[config.mk]
export PLATFORM = sky130hd
export DESIGN_NAME = keypad_matrix_scanner
export DESIGN_NICKNAME = d
export VERILOG_FILES = /design/src/rtl/keypad_matrix_scanner.sv
export SDC_FILE = /design/constraint.sdc
export NUM_CORES = 1
export LEC_CHECK = 0
export BUFFER_PORTS_ARGS = -buffer_cell sky130_fd_sc_hd__buf_2
export CAP_MARGIN = 40
export CELL_PAD_IN_SITES_DETAIL_PLACEMENT = 0
export CELL_PAD_IN_SITES_GLOBAL_PLACEMENT = 1
export CORE_ASPECT_RATIO = 1.25
export CORE_UTILIZATION = 43
export CTS_BUF_LIST = sky130_fd_sc_hd__clkbuf_16
export DETAILED_ROUTE_END_ITERATION = 16
export HOLD_SLACK_MARGIN = 0.08
export PLACE_DENSITY = 0.76
export SLEW_MARGIN = 20
export SYNTH_ARGS = -nofsm -noshare
export SYNTH_HDL_FRONTEND = slang
export SYNTH_SLANG_ARGS = --single-unit
[constraint.sdc]
create_clock -name CLK -period 2.3 [get_ports CLK]
set_input_delay 0.115 -clock CLK [delete_from_list [all_inputs] [get_ports CLK]]
set_output_delay 0.115 -clock CLK [all_outputs]
set_load 0.05 [all_outputs]
[src/rtl/keypad_matrix_scanner.sv]
// keypad_matrix_scanner
//   Scans a ROWS x COLS push-button matrix one row at a time, debounces whole
//   frames, and reports each new debounced press as a one-cycle button_pressed
//   pulse with button_index = row*COLS + col. Releases never produce events.
//
//   Optional feature macro: KEYPAD_AUTOREPEAT_EN
//     When defined, a single held key is re-emitted REPEAT_DELAY frames after
//     it commits and then every REPEAT_RATE frames. When undefined, no repeat
//     logic is built and each debounced press yields exactly one event.
module keypad_matrix_scanner #(
  parameter int unsigned ROWS           = 4,
  parameter int unsigned COLS           = 4,
  parameter int unsigned SCAN_DIV       = 1200,
  parameter int unsigned DEBOUNCE_SCANS = 8,
  parameter int unsigned REPEAT_DELAY   = 1250,
  parameter int unsigned REPEAT_RATE    = 250
) (
  input  logic            CLK,
  input  logic            RST,
  output logic [ROWS-1:0] row_drive,
  input  logic [COLS-1:0] col_sense,
  output logic            button_pressed,
  output logic [7:0]      button_index,
  output logic            button_held
);

  localparam int unsigned KEYS  = ROWS * COLS;
  localparam int unsigned DIV_W = (SCAN_DIV > 1) ? $clog2(SCAN_DIV) : 1;
  localparam int unsigned ROW_W = (ROWS > 1) ? $clog2(ROWS) : 1;
  localparam int unsigned STB_W = $clog2(DEBOUNCE_SCANS + 1) + 1;

  // Reject parameter sets the index encoding or sampling pipeline cannot support.
  if ((KEYS > 256) || (ROWS < 1) || (COLS < 1) || (SCAN_DIV < 4) ||
      (REPEAT_DELAY < 1) || (REPEAT_RATE < 1)) begin : g_bad_cfg
    $error("keypad_matrix_scanner: unsupported parameter set");
  end

  logic [COLS-1:0]  col_meta;
  logic [COLS-1:0]  col_sync;
  logic [DIV_W-1:0] div_cnt;
  logic [ROW_W-1:0] row_cnt;
  logic [KEYS-1:0]  snapshot;
  logic [KEYS-1:0]  prev_frame;
  logic [KEYS-1:0]  debounced;
  logic [KEYS-1:0]  pending;
  logic [STB_W-1:0] stable_cnt;

  logic             scan_tc_c;
  logic             frame_end_c;
  logic [ROW_W-1:0] row_next_c;
  logic [KEYS-1:0]  snap_next_c;
  logic [STB_W-1:0] stable_next_c;
  logic             commit_c;
  logic [KEYS-1:0]  new_press_c;
  logic [KEYS-1:0]  low_onehot_c;
  logic [7:0]       low_idx_c;
  logic [KEYS-1:0]  rep_add_c;
  logic [KEYS-1:0]  pending_next_c;

  // Two-flop synchronizer for the asynchronous column inputs (idle high).
  always_ff @(posedge CLK) begin
    if (RST) begin
      col_meta <= '1;
      col_sync <= '1;
    end else begin
      col_meta <= col_sense;
      col_sync <= col_meta;
    end
  end

  // Row timing: terminal count of the divider and the row that follows.
  always_comb begin
    scan_tc_c   = (div_cnt == DIV_W'(SCAN_DIV - 1));
    frame_end_c = scan_tc_c && (row_cnt == ROW_W'(ROWS - 1));
    if (row_cnt == ROW_W'(ROWS - 1)) begin
      row_next_c = '0;
    end else begin
      row_next_c = row_cnt + ROW_W'(1);
    end
  end

  // Divider, row counter and the active-low row strobe advance together.
  always_ff @(posedge CLK) begin
    if (RST) begin
      div_cnt   <= '0;
      row_cnt   <= '0;
      row_drive <= ~(ROWS'(1));
    end else if (scan_tc_c) begin
      div_cnt   <= '0;
      row_cnt   <= row_next_c;
      row_drive <= ~(ROWS'(1) << row_next_c);
    end else begin
      div_cnt <= div_cnt + DIV_W'(1);
    end
  end

  // Snapshot with the current row's inverted (1 = pressed) columns merged in.
  always_comb begin
    snap_next_c = snapshot;
    for (int unsigned r = 0; r < ROWS; r++) begin
      if (row_cnt == ROW_W'(r)) begin
        snap_next_c[r*COLS +: COLS] = ~col_sync;
      end
    end
  end

  // Frame-level debounce: count consecutive identical frames, saturating.
  always_comb begin
    if (snap_next_c == prev_frame) begin
      if (stable_cnt == STB_W'(DEBOUNCE_SCANS)) begin
        stable_next_c = stable_cnt;
      end else begin
        stable_next_c = stable_cnt + STB_W'(1);
      end
    end else begin
      stable_next_c = '0;
    end
    commit_c    = frame_end_c && (stable_next_c == STB_W'(DEBOUNCE_SCANS));
    new_press_c = snap_next_c & ~debounced;
  end

  // Snapshot capture, frame history, debounced state and held level.
  always_ff @(posedge CLK) begin
    if (RST) begin
      snapshot    <= '0;
      prev_frame  <= '0;
      debounced   <= '0;
      stable_cnt  <= '0;
      button_held <= 1'b0;
    end else begin
      if (scan_tc_c) begin
        snapshot <= snap_next_c;
      end
      if (frame_end_c) begin
        prev_frame <= snap_next_c;
        stable_cnt <= stable_next_c;
        if (commit_c) begin
          debounced   <= snap_next_c;
          button_held <= |snap_next_c;
        end
      end
    end
  end

`ifdef KEYPAD_AUTOREPEAT_EN
  localparam int unsigned REP_MAX = (REPEAT_DELAY > REPEAT_RATE) ? REPEAT_DELAY : REPEAT_RATE;
  localparam int unsigned REP_W   = $clog2(REP_MAX + 1);

  logic [REP_W-1:0] rep_cnt;
  logic             rep_phase;
  logic [KEYS-1:0]  deb_next_c;
  logic             deb_single_c;
  logic             rep_clear_c;
  logic             rep_fire_c;

  // Repeat decision: only while exactly one key stays debounced-down unchanged.
  always_comb begin
    deb_next_c   = commit_c ? snap_next_c : debounced;
    deb_single_c = (deb_next_c != '0) && ((deb_next_c & (deb_next_c - KEYS'(1))) == '0);
    rep_clear_c  = (deb_next_c != debounced) || !deb_single_c;
    rep_fire_c   = 1'b0;
    if (frame_end_c && !rep_clear_c) begin
      if (rep_phase) begin
        rep_fire_c = ((rep_cnt + REP_W'(1)) == REP_W'(REPEAT_RATE));
      end else begin
        rep_fire_c = ((rep_cnt + REP_W'(1)) == REP_W'(REPEAT_DELAY));
      end
    end
    rep_add_c = rep_fire_c ? debounced : '0;
  end

  // Frame counter since the last commit; phase selects delay vs. rate interval.
  always_ff @(posedge CLK) begin
    if (RST) begin
      rep_cnt   <= '0;
      rep_phase <= 1'b0;
    end else if (frame_end_c) begin
      if (rep_clear_c) begin
        rep_cnt   <= '0;
        rep_phase <= 1'b0;
      end else if (rep_fire_c) begin
        rep_cnt   <= '0;
        rep_phase <= 1'b1;
      end else begin
        rep_cnt <= rep_cnt + REP_W'(1);
      end
    end
  end
`else
  assign rep_add_c = '0;
`endif

  // Lowest pending key: one-hot isolate plus its binary index.
  always_comb begin
    low_onehot_c = pending & (~pending + KEYS'(1));
    low_idx_c    = '0;
    for (int i = int'(KEYS) - 1; i >= 0; i--) begin
      if (pending[i]) begin
        low_idx_c = 8'(i);
      end
    end
    pending_next_c = (pending & ~low_onehot_c) | (commit_c ? new_press_c : '0) | rep_add_c;
  end

  // Event queue drains one key per cycle, ascending index.
  always_ff @(posedge CLK) begin
    if (RST) begin
      pending        <= '0;
      button_pressed <= 1'b0;
      button_index   <= '0;
    end else begin
      pending        <= pending_next_c;
      button_pressed <= |pending;
      if (|pending) begin
        button_index <= low_idx_c;
      end
    end
  end

endmodule

==> flow_metrics.py <==
metrics = {
    "hold_path": {
        "min_path_cells": 2,
        "hp-class": "input pin to flop",
        "hold_end": "button_index[2]",
        "hp-start": "RST",
    },
    "finish": {
        "ff_latch_area_um2": 2010,
        "nNetsFinal": 595,
        "diodes": 0,
        "multi_input_area_um2": 2660,
        "post-route-util": 0.512,
        "syn_to_final_growth_pct": 14.5,
        "layout-drive-gt1-share": 0.197,
        "final_area_um2": 5490,
        "fill_cells": 1034,
    },
    "global_route": {
        "antenna_found_initial": 0,
        "grt_start_max_net_pins": 42,
        "grt_use_total": 0.202,
        "first_global_vias": 3585,
        "grt_pass1_wl_mm": 17.5,
        "grt_overflow": 0,
    },
    "cts": {
        "root_buffer": "clkbuf_16",
        "cts_buffers": 9,
        "clock_path_buffers": 2,
        "clk_latency_ns": 0.35,
        "clk_transition_reported_paths_ns": 0.07,
        "cts-htree-levels": 3,
        "cts_tree": "yes",
        "cts_sinks": 100,
    },
    "pwr": {
        "leakagePower_nw": 2.17,
        "swShare": 0.221,
        "power_frac_comb": 0.036,
        "ir_drop_v": 0.000313,
        "p_int_mw": 2.62,
        "p_sw_mw": 0.743,
        "powerDensity_nw_per_um2": 612,
        "fin_total_pwr_mw": 3.36,
        "p_clk_frac": 0.444,
        "p_seq_frac": 0.520,
    },
    "placement": {
        "port_buffers": 15,
        "dpl_worst_slack_ns": -0.102,
        "dp.final_hpwl_mm": 7.77,
        "placed_area_um2": 5100,
        "routabilityCongestion": 0.820,
    },
    "sta": {
        "worst_slack_ns": -0.0630,
        "fin_skew_ns": 0.00866,
        "finalCriticalPeriod_ns": 2.36,
        "hold_violations": 0,
        "slew_violations": 0,
        "finalSetupViolCount": 15,
        "tightest_slew_ns": 0.602,
        "period_share": 1.03,
        "fin_setup_tns_ns": -0.707,
        "rsz0062_at_grt": "true",
        "fmax_ghz": 0.423,
        "max-slew-margin-rel": 0.596,
    },
    "critical_path": {
        "crit_start": "row_cnt[1]",
        "reg2reg_depth": 9,
        "crit_arrival_ns": 2.60,
        "slowest_stage": "nor4_4",
        "path_class": "flop to flop",
        "cp-end-kind": "flop",
        "path_cells": "inv_1 -> ha_2 -> and2_1 -> o21ai_0 -> nand4b_1 -> nor4_4 -> nand3_4 -> buf_12 -> mux2_4",
        "crit_required_ns": 2.54,
        "start_kind": "flop",
        "crit_fanout": 18,
        "cp_num_buf_inv": 2,
        "path_depth": 9,
        "slowest_delay_ns": 0.39,
        "cp_top_family": "simple AND/OR/NAND/NOR gates",
        "r2r-start": "row_cnt[1]",
        "r2r_slack_ns": -0.06,
        "r2r-end": "debounced[8]",
    },
    "logic_synthesis": {
        "syn_avg_cell_area_um2": 8.73,
        "yosysTopAreaCell": "dfxtp_1",
        "synth_edf_count": 0,
        "yosysTopAreaCellShare": 0.418,
        "yosysUniqueCellTypes": 57,
        "yosysWarnings": 0,
        "synthesis.area_um2": 4790,
        "synth_ff_type": "dfxtp_1",
        "synth_async_sr_flop_share": 0,
        "syn_inst": 549,
        "synth_area_leaders": "dfxtp_1 (42%), nor2_1 (8.3%), a21oi_1 (4.1%), mux2_4 (4.1%), o41ai_2 (3.4%)",
        "seq_area_frac_synth": 0.418,
        "ys_ff_latch": 100,
    },
    "floorplanning": {
        "core_area_um2": 10700,
        "io_pins": 20,
        "dieArea_um2": 11600,
        "rows": 42,
        "initial_core_util": 0.447,
        "die_w_um": 96.4,
        "die_h_um": 120,
    },
    "drt": {
        "drt-vias-per-instance": 5.36,
        "drt.antenna.violating_nets": 0,
        "dr_total_vias": 3831,
        "routed_wl_mm": 10.9,
        "drt-initial-drc-count": 174,
        "wire_per_inst_um": 15.2,
        "drc": 0,
        "dr.pass1.iters": 4,
    },
    "run": {
        "max_cap_viol_count": 0,
    },
    "run_status": {
        "status": "finished with violations",
        "violations": "negative setup slack",
    },
}
==> how the worst max path moves through the flow <==
stage	to
2_1_floorplan	debounced[10]
4_1_cts	debounced[12]
5_1_grt	debounced[12]
3_3_place_gp	debounced[11]
3_5_place_dp	debounced[11]
6_report	debounced[8]
==> kinds of logic after synthesis <==
group                      share of synthesized area
DFF                                            0.418
muxes                                         0.0499
xor gates and xnor gates                      0.0219
other                                       0.000783
AOI/OAI and AO/OA                              0.150
buffers and inverters                         0.0366
and+or+nand+nor                                0.294
adders and majority gates                     0.0287
==> worst register-to-register path, cell delays in order (launching register included) <==
cell and delay (ns):
dfxtp_4 0.38, inv_1 0.12, ha_2 0.23, and2_1 0.18, o21ai_0 0.17, nand4b_1 0.17, nor4_4 0.39, nand3_4 0.14
buf_12 0.19, mux2_4 0.31
==> metal layers <==
metal / GRT usage / part of all wire / wire [um]
met5: 0 / 0 / 0
met4: 0.0744 / 0.018 / 197
met3: 0.0469 / 0.024 / 262
met2: 0.354 / 0.51 / 5580
met1: 0.236 / 0.44 / 4810
==> synthesized netlist by cell type (all sizes together), types with 2 or more instances <==
| cell | number |
|---|---|
| nor4b | 2 |
| inv | 8 |
| and4 | 2 |
| nor3 | 14 |
| o21a | 7 |
| a31oi | 2 |
| or3 | 11 |
| ha | 11 |
| dfxtp | 100 |
| o31ai | 3 |
| nor4 | 5 |
| nor2 | 106 |
| or2 | 23 |
| nand2 | 21 |
| buf | 9 |
| nand4 | 8 |
| mux2 | 16 |
| clkbuf | 19 |
| nand4b | 8 |
| nand2b | 4 |
| o41ai | 11 |
| o211ai | 6 |
| xnor2 | 3 |
| a21o | 2 |
| and2 | 17 |
| o21ai | 20 |
| nand3 | 20 |
| o21bai | 2 |
| o22ai | 5 |
| xor2 | 9 |
| and3 | 3 |
| a21oi | 39 |
| nor2b | 20 |
==> final cells by class <==
type                    count  share of cell area
clock inverters             7              0.0121
repair buffers             43              0.0595
flip-flops and latches    100               0.366
inverters                   9             0.00616
clock buffers               9              0.0410
well taps                 132              0.0301
multi-input cells         415               0.485
==> repair_timing <==
| item | CTS | global route |
|---|---|---|
| hold buffers | 4 | 0 |
| hold endpoints to repair | 4 | 0 |
| buffers inserted | 2 | 0 |
| resized for setup | 6 | 3 |
| setup endpoints to repair | 17 | 33 |
| pin swaps | 3 | 0 |
==> placed cells by master (no fill, tap or decap), types with 4 or more instances in the layout <==
cell type      count
o41ai_2           10
dlygate4sd3_1      4
buf_4             22
inv_1              7
o22ai_1            5
nor3_1            14
nand2_1           21
o21a_1             7
and2_1            16
nand3_1           19
ha_1               6
or2_2             20
a21oi_1           39
mux2_4            13
nand4b_1           8
clkbuf_16          9
xor2_1             9
nor2b_1           20
nor2_1           105
o21ai_0           18
nand2b_1           4
dfxtp_1           98
or3_1             11
o211ai_1           6
nand4_1            7
buf_2             14
conb_1             4
==> power groups by stage <==
| stage | Clock [mW] | Combinational (mW) | Sequential [mW] |
|---|---|---|---|
| 6_report | 1.49 | 0.120 | 1.75 |
| 5_1_grt | 1.60 | 0.130 | 1.75 |
| 4_1_cts | 1.53 | 0.121 | 1.75 |
| 3_5_place_dp | 0 | 0.112 | 1.79 |
| 3_3_place_gp | 0 | 0.110 | 1.79 |
| 2_1_floorplan | 0 | 0.0846 | 1.79 |
==> metrics by stage <==
step,instances,hold slack (ns)
after floorplan,552,0.219
after global placement,693,0.298
after detailed placement,693,0.300
after CTS,715,0.206
after global routing,715,0.235
final,715,0.205
==> sequential cells by signal, summed over array words and instances, names as in the netlist <==
register / cells
debounced: 16
pending: 16
prev_frame: 16
snapshot: 16
div_cnt: 11
stable_cnt: 5
button_index: 4
col_meta: 4
col_sync: 4
row_drive: 4
row_cnt: 2
button_held: 1
button_pressed: 1
(Power assumes the default switching activity.)
